[config.mk]
export PLATFORM = sky130hd
export DESIGN_NAME = pwm_ctrl
export DESIGN_NICKNAME = d
export VERILOG_FILES = /design/src/rtl/pwm_pkg.sv /design/src/rtl/pwm_shadow_cfg.sv /design/src/rtl/pwm_ctrl.sv
export SDC_FILE = /design/constraint.sdc
export NUM_CORES = 1
export LEC_CHECK = 0
export CAP_MARGIN = 20
export CORE_ASPECT_RATIO = 0.75
export CORE_MARGIN = 3
export CORE_UTILIZATION = 30
export CTS_CLUSTER_SIZE = 12
export DETAILED_ROUTE_END_ITERATION = 16
export SLEW_MARGIN = 30
export SYNTH_ARGS = -nofsm -noshare
export SYNTH_HDL_FRONTEND = slang
export SYNTH_SLANG_ARGS = --single-unit
[constraint.sdc]
create_clock -name ck -period 4.3 [get_ports ck]
set_clock_uncertainty 0.15 [all_clocks]
set_input_delay 0.645 -clock ck [delete_from_list [all_inputs] [get_ports ck]]
set_output_delay 0.645 -clock ck [all_outputs]
set_load 0.03 [all_outputs]
[src/rtl/pwm_pkg.sv]
`default_nettype none
// ============================================================================
// Module      : pwm_pkg
// Description : Shared types and constants for the single-channel PWM
//               controller (FSM state encoding, default counter width).
// Revision    : 1.0 - initial release
// ============================================================================
package pwm_pkg;

  // Default width of counter, period and duty values.
  localparam int CNT_W_DEF = 8;

  // Controller operating state.
  typedef enum logic [1:0] {
    IDLE  = 2'd0,
    RUN   = 2'd1,
    DRAIN = 2'd2
  } state_t;

endpackage : pwm_pkg
`default_nettype wire

[src/rtl/pwm_shadow_cfg.sv]
`default_nettype none
// ============================================================================
// Module      : pwm_shadow_cfg
// Description : Configuration front end of the PWM controller. Owns the
//               active period/duty registers, the shadow copies, the pending
//               flag and cfg_ready. Loads directly while idle; while running,
//               captures into the shadow and applies it on a wrap edge.
// Ports       : ck, rst          - clock, async active-high reset
//               in_idle          - controller currently in IDLE
//               wrap             - this edge ends a period (running, cnt==per)
//               cfg_valid/ready  - configuration handshake
//               cfg_period/duty  - requested configuration values
//               per_act/duty_act - registered active configuration
//               per_nxt/duty_nxt - value the active registers take this edge
// Revision    : 1.0 - initial release
// ============================================================================
module pwm_shadow_cfg
  import pwm_pkg::*;
#(
  parameter int CNT_W    = CNT_W_DEF,
  parameter int PER_DEF  = 255,
  parameter int DUTY_DEF = 0
) (
  input  logic             ck,
  input  logic             rst,
  input  logic             in_idle,
  input  logic             wrap,
  input  logic             cfg_valid,
  input  logic [CNT_W-1:0] cfg_period,
  input  logic [CNT_W-1:0] cfg_duty,
  output logic             cfg_ready,
  output logic [CNT_W-1:0] per_act,
  output logic [CNT_W-1:0] duty_act,
  output logic [CNT_W-1:0] per_nxt,
  output logic [CNT_W-1:0] duty_nxt
);

  logic [CNT_W-1:0] sh_per;
  logic [CNT_W-1:0] sh_duty;
  logic             pend;
  logic             xfer;
  logic             apply;

  // A transfer only occurs while cfg_ready=1, which implies pend=0, so a
  // capture and an apply can never both happen on the same edge.
  assign xfer  = cfg_valid & cfg_ready;
  assign apply = wrap & pend;

  // Next active values are exported so the controller can compute the
  // registered compare outputs against the configuration that will govern
  // the cycle being entered (first RUN cycle, first cycle after a wrap).
  always_comb begin
    per_nxt  = per_act;
    duty_nxt = duty_act;
    if (in_idle && xfer) begin
      per_nxt  = cfg_period;
      duty_nxt = cfg_duty;
    end else if (apply) begin
      per_nxt  = sh_per;
      duty_nxt = sh_duty;
    end
  end

  always_ff @(posedge ck or posedge rst) begin
    if (rst) begin
      per_act   <= CNT_W'(PER_DEF);
      duty_act  <= CNT_W'(DUTY_DEF);
      sh_per    <= CNT_W'(PER_DEF);
      sh_duty   <= CNT_W'(DUTY_DEF);
      pend      <= 1'b0;
      cfg_ready <= 1'b1;
    end else begin
      per_act  <= per_nxt;
      duty_act <= duty_nxt;
      if (!in_idle && xfer) begin
        sh_per    <= cfg_period;
        sh_duty   <= cfg_duty;
        pend      <= 1'b1;
        cfg_ready <= 1'b0;
      end else if (apply) begin
        pend      <= 1'b0;
        cfg_ready <= 1'b1;
      end
    end
  end

endmodule : pwm_shadow_cfg
`default_nettype wire

[src/rtl/pwm_ctrl.sv]
`default_nettype none
// ============================================================================
// Module      : pwm_ctrl
// Description : Single-channel PWM controller. Free-running period counter,
//               duty compare and an IDLE/RUN/DRAIN sequencer. Configuration
//               changes take effect only at period boundaries so pulses are
//               never truncated. All outputs are registered.
// Ports       : ck          - system clock (rising edge)
//               rst         - asynchronous active-high reset
//               en          - run request (level)
//               cfg_valid   - new configuration offered
//               cfg_ready   - configuration can be accepted
//               cfg_period  - requested terminal count
//               cfg_duty    - requested high time in cycles
//               pwm_out     - registered PWM output
//               cnt         - current counter value
//               period_end  - high while cnt == active period
//               busy        - high in RUN or DRAIN
// Revision    : 1.0 - initial release
// ============================================================================
module pwm_ctrl
  import pwm_pkg::*;
#(
  parameter int CNT_W    = CNT_W_DEF,
  parameter int PER_DEF  = 255,
  parameter int DUTY_DEF = 0
) (
  input  logic             ck,
  input  logic             rst,
  input  logic             en,
  input  logic             cfg_valid,
  output logic             cfg_ready,
  input  logic [CNT_W-1:0] cfg_period,
  input  logic [CNT_W-1:0] cfg_duty,
  output logic             pwm_out,
  output logic [CNT_W-1:0] cnt,
  output logic             period_end,
  output logic             busy
);

  state_t           state;
  state_t           state_nxt;
  logic [CNT_W-1:0] cnt_nxt;
  logic [CNT_W-1:0] per_act;
  logic [CNT_W-1:0] duty_act;
  logic [CNT_W-1:0] per_nxt;
  logic [CNT_W-1:0] duty_nxt;
  logic             in_idle;
  logic             wrap;
  logic             busy_nxt;

  assign in_idle = (state == IDLE);
  assign wrap    = !in_idle && (cnt == per_act);

  pwm_shadow_cfg #(
    .CNT_W    (CNT_W),
    .PER_DEF  (PER_DEF),
    .DUTY_DEF (DUTY_DEF)
  ) u_shadow (
    .ck         (ck),
    .rst        (rst),
    .in_idle    (in_idle),
    .wrap       (wrap),
    .cfg_valid  (cfg_valid),
    .cfg_period (cfg_period),
    .cfg_duty   (cfg_duty),
    .cfg_ready  (cfg_ready),
    .per_act    (per_act),
    .duty_act   (duty_act),
    .per_nxt    (per_nxt),
    .duty_nxt   (duty_nxt)
  );

  // Next state and next counter value.
  always_comb begin
    state_nxt = state;
    cnt_nxt   = cnt;
    case (state)
      IDLE: begin
        cnt_nxt = '0;
        if (en) begin
          state_nxt = RUN;
        end
      end
      RUN: begin
        cnt_nxt = wrap ? '0 : cnt + CNT_W'(1);
        if (!en) begin
          state_nxt = DRAIN;
        end
      end
      DRAIN: begin
        cnt_nxt = wrap ? '0 : cnt + CNT_W'(1);
        // en wins over the wrap so a re-request at the last count
        // continues straight into the next period without a gap.
        if (en) begin
          state_nxt = RUN;
        end else if (wrap) begin
          state_nxt = IDLE;
        end
      end
      default: begin
        state_nxt = IDLE;
        cnt_nxt   = '0;
      end
    endcase
  end

  assign busy_nxt = (state_nxt != IDLE);

  // Outputs are computed from the values that will be current after this
  // edge, so pwm_out/period_end always agree with cnt and the active
  // configuration in the same cycle.
  always_ff @(posedge ck or posedge rst) begin
    if (rst) begin
      state      <= IDLE;
      cnt        <= '0;
      pwm_out    <= 1'b0;
      period_end <= 1'b0;
      busy       <= 1'b0;
    end else begin
      state      <= state_nxt;
      cnt        <= cnt_nxt;
      busy       <= busy_nxt;
      pwm_out    <= busy_nxt && (cnt_nxt < duty_nxt);
      period_end <= busy_nxt && (cnt_nxt == per_nxt);
    end
  end

endmodule : pwm_ctrl
`default_nettype wire

==> results of run 1 <==
cells in the mapped netlist (2+ instances only):
library cell   n  area, um^2
nand3_1        7        35.0
o21ai_0        5        25.0
nor2_1        26        97.6
nor3_1         2        10.0
xor2_1        11        96.3
nand3b_1       2        15.0
dfrtp_1       30         751
dfstp_2       17         447
mux2_2        16         180
o2111ai_1      2        17.5
mux2i_1        9        90.1
clkbuf_1       6        22.5
and2_1         4        25.0
o31ai_1        6        45.0
o211ai_1       2        15.0
a211o_1        2        17.5
nor2b_1        2        12.5
a31oi_1        5        31.3
inv_1         17        63.8
a21oi_1        9        45.0
ha_1          12         150
and3_1         3        18.8
o21a_1         2        15.0
buf_2          2        10.0
nand2_1        7        26.3
or2_2          2        12.5
nand2b_1       2        12.5
a21o_1        11        82.6
nand4_1        7        43.8
xnor2_1        7        61.3
where the power goes:
group          switching, mW  internal (mW)
registers             0.0307          0.472
clock network          0.167          0.215
logic                  0.226          0.151
total                  0.424          0.838
routing by layer:
layer | vias up | GRT usage | routed length, um
met5 | - | 0 | 0
met4 | 0 | 0.0356 | 65
met3 | 8 | 0.0361 | 543
met2 | 59 | 0.187 | 2660
met1 | 934 | 0.200 | 3150
li1 | 957 | - | -
state kept, by name, summed over array words and instances (netlist names):
register,count
period_end,1
u_shadow.sh_per,8
u_shadow.sh_duty,8
u_shadow.duty_act,8
pwm_out,1
state,2
u_shadow.cfg_ready,1
busy,1
cnt,8
u_shadow.pend,1
u_shadow.per_act,8
logic make-up (layout without fill, tap and decap cells):
group                      after synthesis  count (layout)  share of synthesized area
AOI/OAI and AO/OA                       51              51                      0.143
xor gates and xnor gates                18              18                     0.0596
adders and majority gates               12              12                     0.0567
buffers and inverters                   26              60                     0.0407
DFF                                     47              47                      0.452
muxes                                   25              25                      0.102
and+or+nand+nor                         72              72                      0.145
critical path, delay by kind of cell (launching register included):
| kind | cells | cell delay (ns) |
|---|---|---|
| mux | 1 | 0.13 |
| fa+ha+maj | 2 | 0.61 |
| buf+inv | 2 | 0.39 |
| compound gates | 5 | 0.85 |
| simple gates | 5 | 1.09 |
| flops | 1 | 0.42 |
layout by cell type (no fill, tap or decap), drive strengths merged, types with 2 or more instances in the layout:
master,count
a31oi,5
mux2i,9
xnor2,7
inv,17
xor2,11
clkdlybuf4s50,31
and2,5
or3,2
nand4,7
ha,12
or2,2
a21o,11
mux2,16
nor4,2
o31ai,7
o21a,2
dfstp,17
nand2,7
dfrtp,30
o211ai,3
and3,3
nand3,7
o21ai,5
nand2b,2
a21oi,9
nor3,3
clkbuf,7
nor2b,2
nand3b,2
a211o,2
buf,4
o2111ai,2
nor2,26
worst paths after layout:
check                                          start                               to  cells past startpoint
max                               state[1]$_DFF_PP0_                pwm_out$_DFF_PP0_                     15
min                        u_shadow.pend$_DFFE_PP0P_        u_shadow.pend$_DFFE_PP0P_                      1
max reg2reg                       state[1]$_DFF_PP0_                pwm_out$_DFF_PP0_                     15
min reg2reg                u_shadow.pend$_DFFE_PP0P_        u_shadow.pend$_DFFE_PP0P_                      1
max in group asynchronous                        rst  u_shadow.sh_duty[4]$_DFFE_PP0P_                      2
min in group asynchronous                        rst                   busy$_DFF_PP0_                      2
area by class of cell:
| cell class | count | area (um^2) | area share |
|---|---|---|---|
| Clock inverter | 1 | 5.00 | 0.00155 |
| Tap cell | 108 | 135 | 0.0419 |
| Timing Repair Buffer | 35 | 344 | 0.107 |
| Sequential cell | 47 | 1200 | 0.372 |
| Multi-Input combinational cell | 178 | 1340 | 0.416 |
| Inverter | 17 | 66.3 | 0.0206 |
| Clock buffer | 7 | 133 | 0.0412 |
through the flow:
step / instances / utilization / power, mW
after floorplan: 251 / - / 0.750
after global placement: 384 / 0.360 / 0.881
after global routing: 393 / 0.378 / 1.33
after detailed placement: 384 / 0.360 / 0.884
final: 393 / 0.378 / 1.26
after CTS: 392 / 0.377 / 1.28
==> metrics.yaml, run 1 <==
cts_tree: "built"
rsz0062_at_grt: "false"
first_pass_iters: 4
layout-drive-gt1-share: 0.196
die_x_um: 114
leakage_nw: 1.45
max_freq_mhz: 269
synth_area_per_cell_um2: 10.5
whs_ns: 0.359
antenna_found_initial: 0
fin_crit_ns: 3.71
ys.flop_type: "dfrtp_1"
drv_cap: 0
diodes: 0
grt_pass1_vias: 1933
synth_edf_count: 0
reg2reg_slack_ns: 0.59
end_kind: "flip-flop"
die_y_um: 87.3
crit_fanout: 10
yosysSeqAreaShare: 0.452
yosysWarnings: 0
hold_viol: 0
placed_cell_area_mm2: 0.00307
drc: 0
h-tree-depth: 2
async_reset_ff_frac: 1.00
start_util: 0.310
synthDistinctLibCells: 46
max_stage_delay_ns: 0.42
setup_viol: 0
cp-start-kind: "flip-flop"
vias: 1958
crit_required_ns: 4.35
synthCells: 251
syn2layout_area_growth_pct: 21.7
synth_area_mm2: 0.00265
cts_setup_buffers: 0
clk_latency_ns: 0.29
path_clk_slew_ns: 0.06
gp_routability_congestion: 0.864
wl_mm: 6.42
cts_buffers: 5
vias_per_cell: 4.98
finalInstanceArea_mm2: 0.00322
synth-seq-cells: 47
design.die.area_mm2: 0.0100
critPathKind: "reg2reg"
ctsResizeCount: 0
slowest_stage: "dfrtp_1"
grt_pass1_wl_mm: 10.2
finalNetCount: 316
place_hpwl_mm: 4.71
hold_buffers: 0
antenna_left: 0
initialDrtViolationCount: 124
finalSetupTns_ns: 0
core_area_mm2: 0.00853
outcome: "finished clean"
vdd_drop_max_mv: 0.229
grt_usage: 0.133
power_density_mw_per_mm2: 392
port_buffers: 31
clk_path_buf_depth: 2
syn-num-nets: 283
grt_overflow_total: 0
tightest_slew_ns: 0.680
clockRootBuffer: "clkbuf_16"
cts.sinks: 47
wire_per_inst_um: 16.3
post-place-ws_ns: 0.577
io_pins: 32
min_period_over_period: 0.864
grt_max_degree: 48
num_rows: 29
finalMaxSlewViolations: 0
maxSlewHeadroom: 0.546
fillCellCount: 833
worst_slack_ns: 0.585
cp_cell_sequence: "inv_1 -> ha_1 -> nand2b_1 -> nor4_2 -> nand3_1 -> buf_4 -> mux2i_1 -> a21o_1 -> ha_1 -> a21o_1 -> a21oi_1 -> nor2b_1 -> o21ai_0 -> nand2_1 -> a211oi_1"
hold_class: "reg2reg"
critPathArrivalTime_ns: 3.76
Note: power is estimated with default switching activity, not from simulation.
==> run 2: changes to the inputs <==
--- a/config.mk
+++ b/config.mk
@@ -11,6 +11,7 @@
 export CORE_UTILIZATION = 30
 export CTS_CLUSTER_SIZE = 12
 export DETAILED_ROUTE_END_ITERATION = 16
+export GPL_TIMING_DRIVEN = 1
 export SLEW_MARGIN = 30
 export SYNTH_ARGS = -nofsm -noshare
 export SYNTH_HDL_FRONTEND = slang
==> results of run 2 <==
Same layout as run 1: the final DEF is identical, and so are final timing and power.
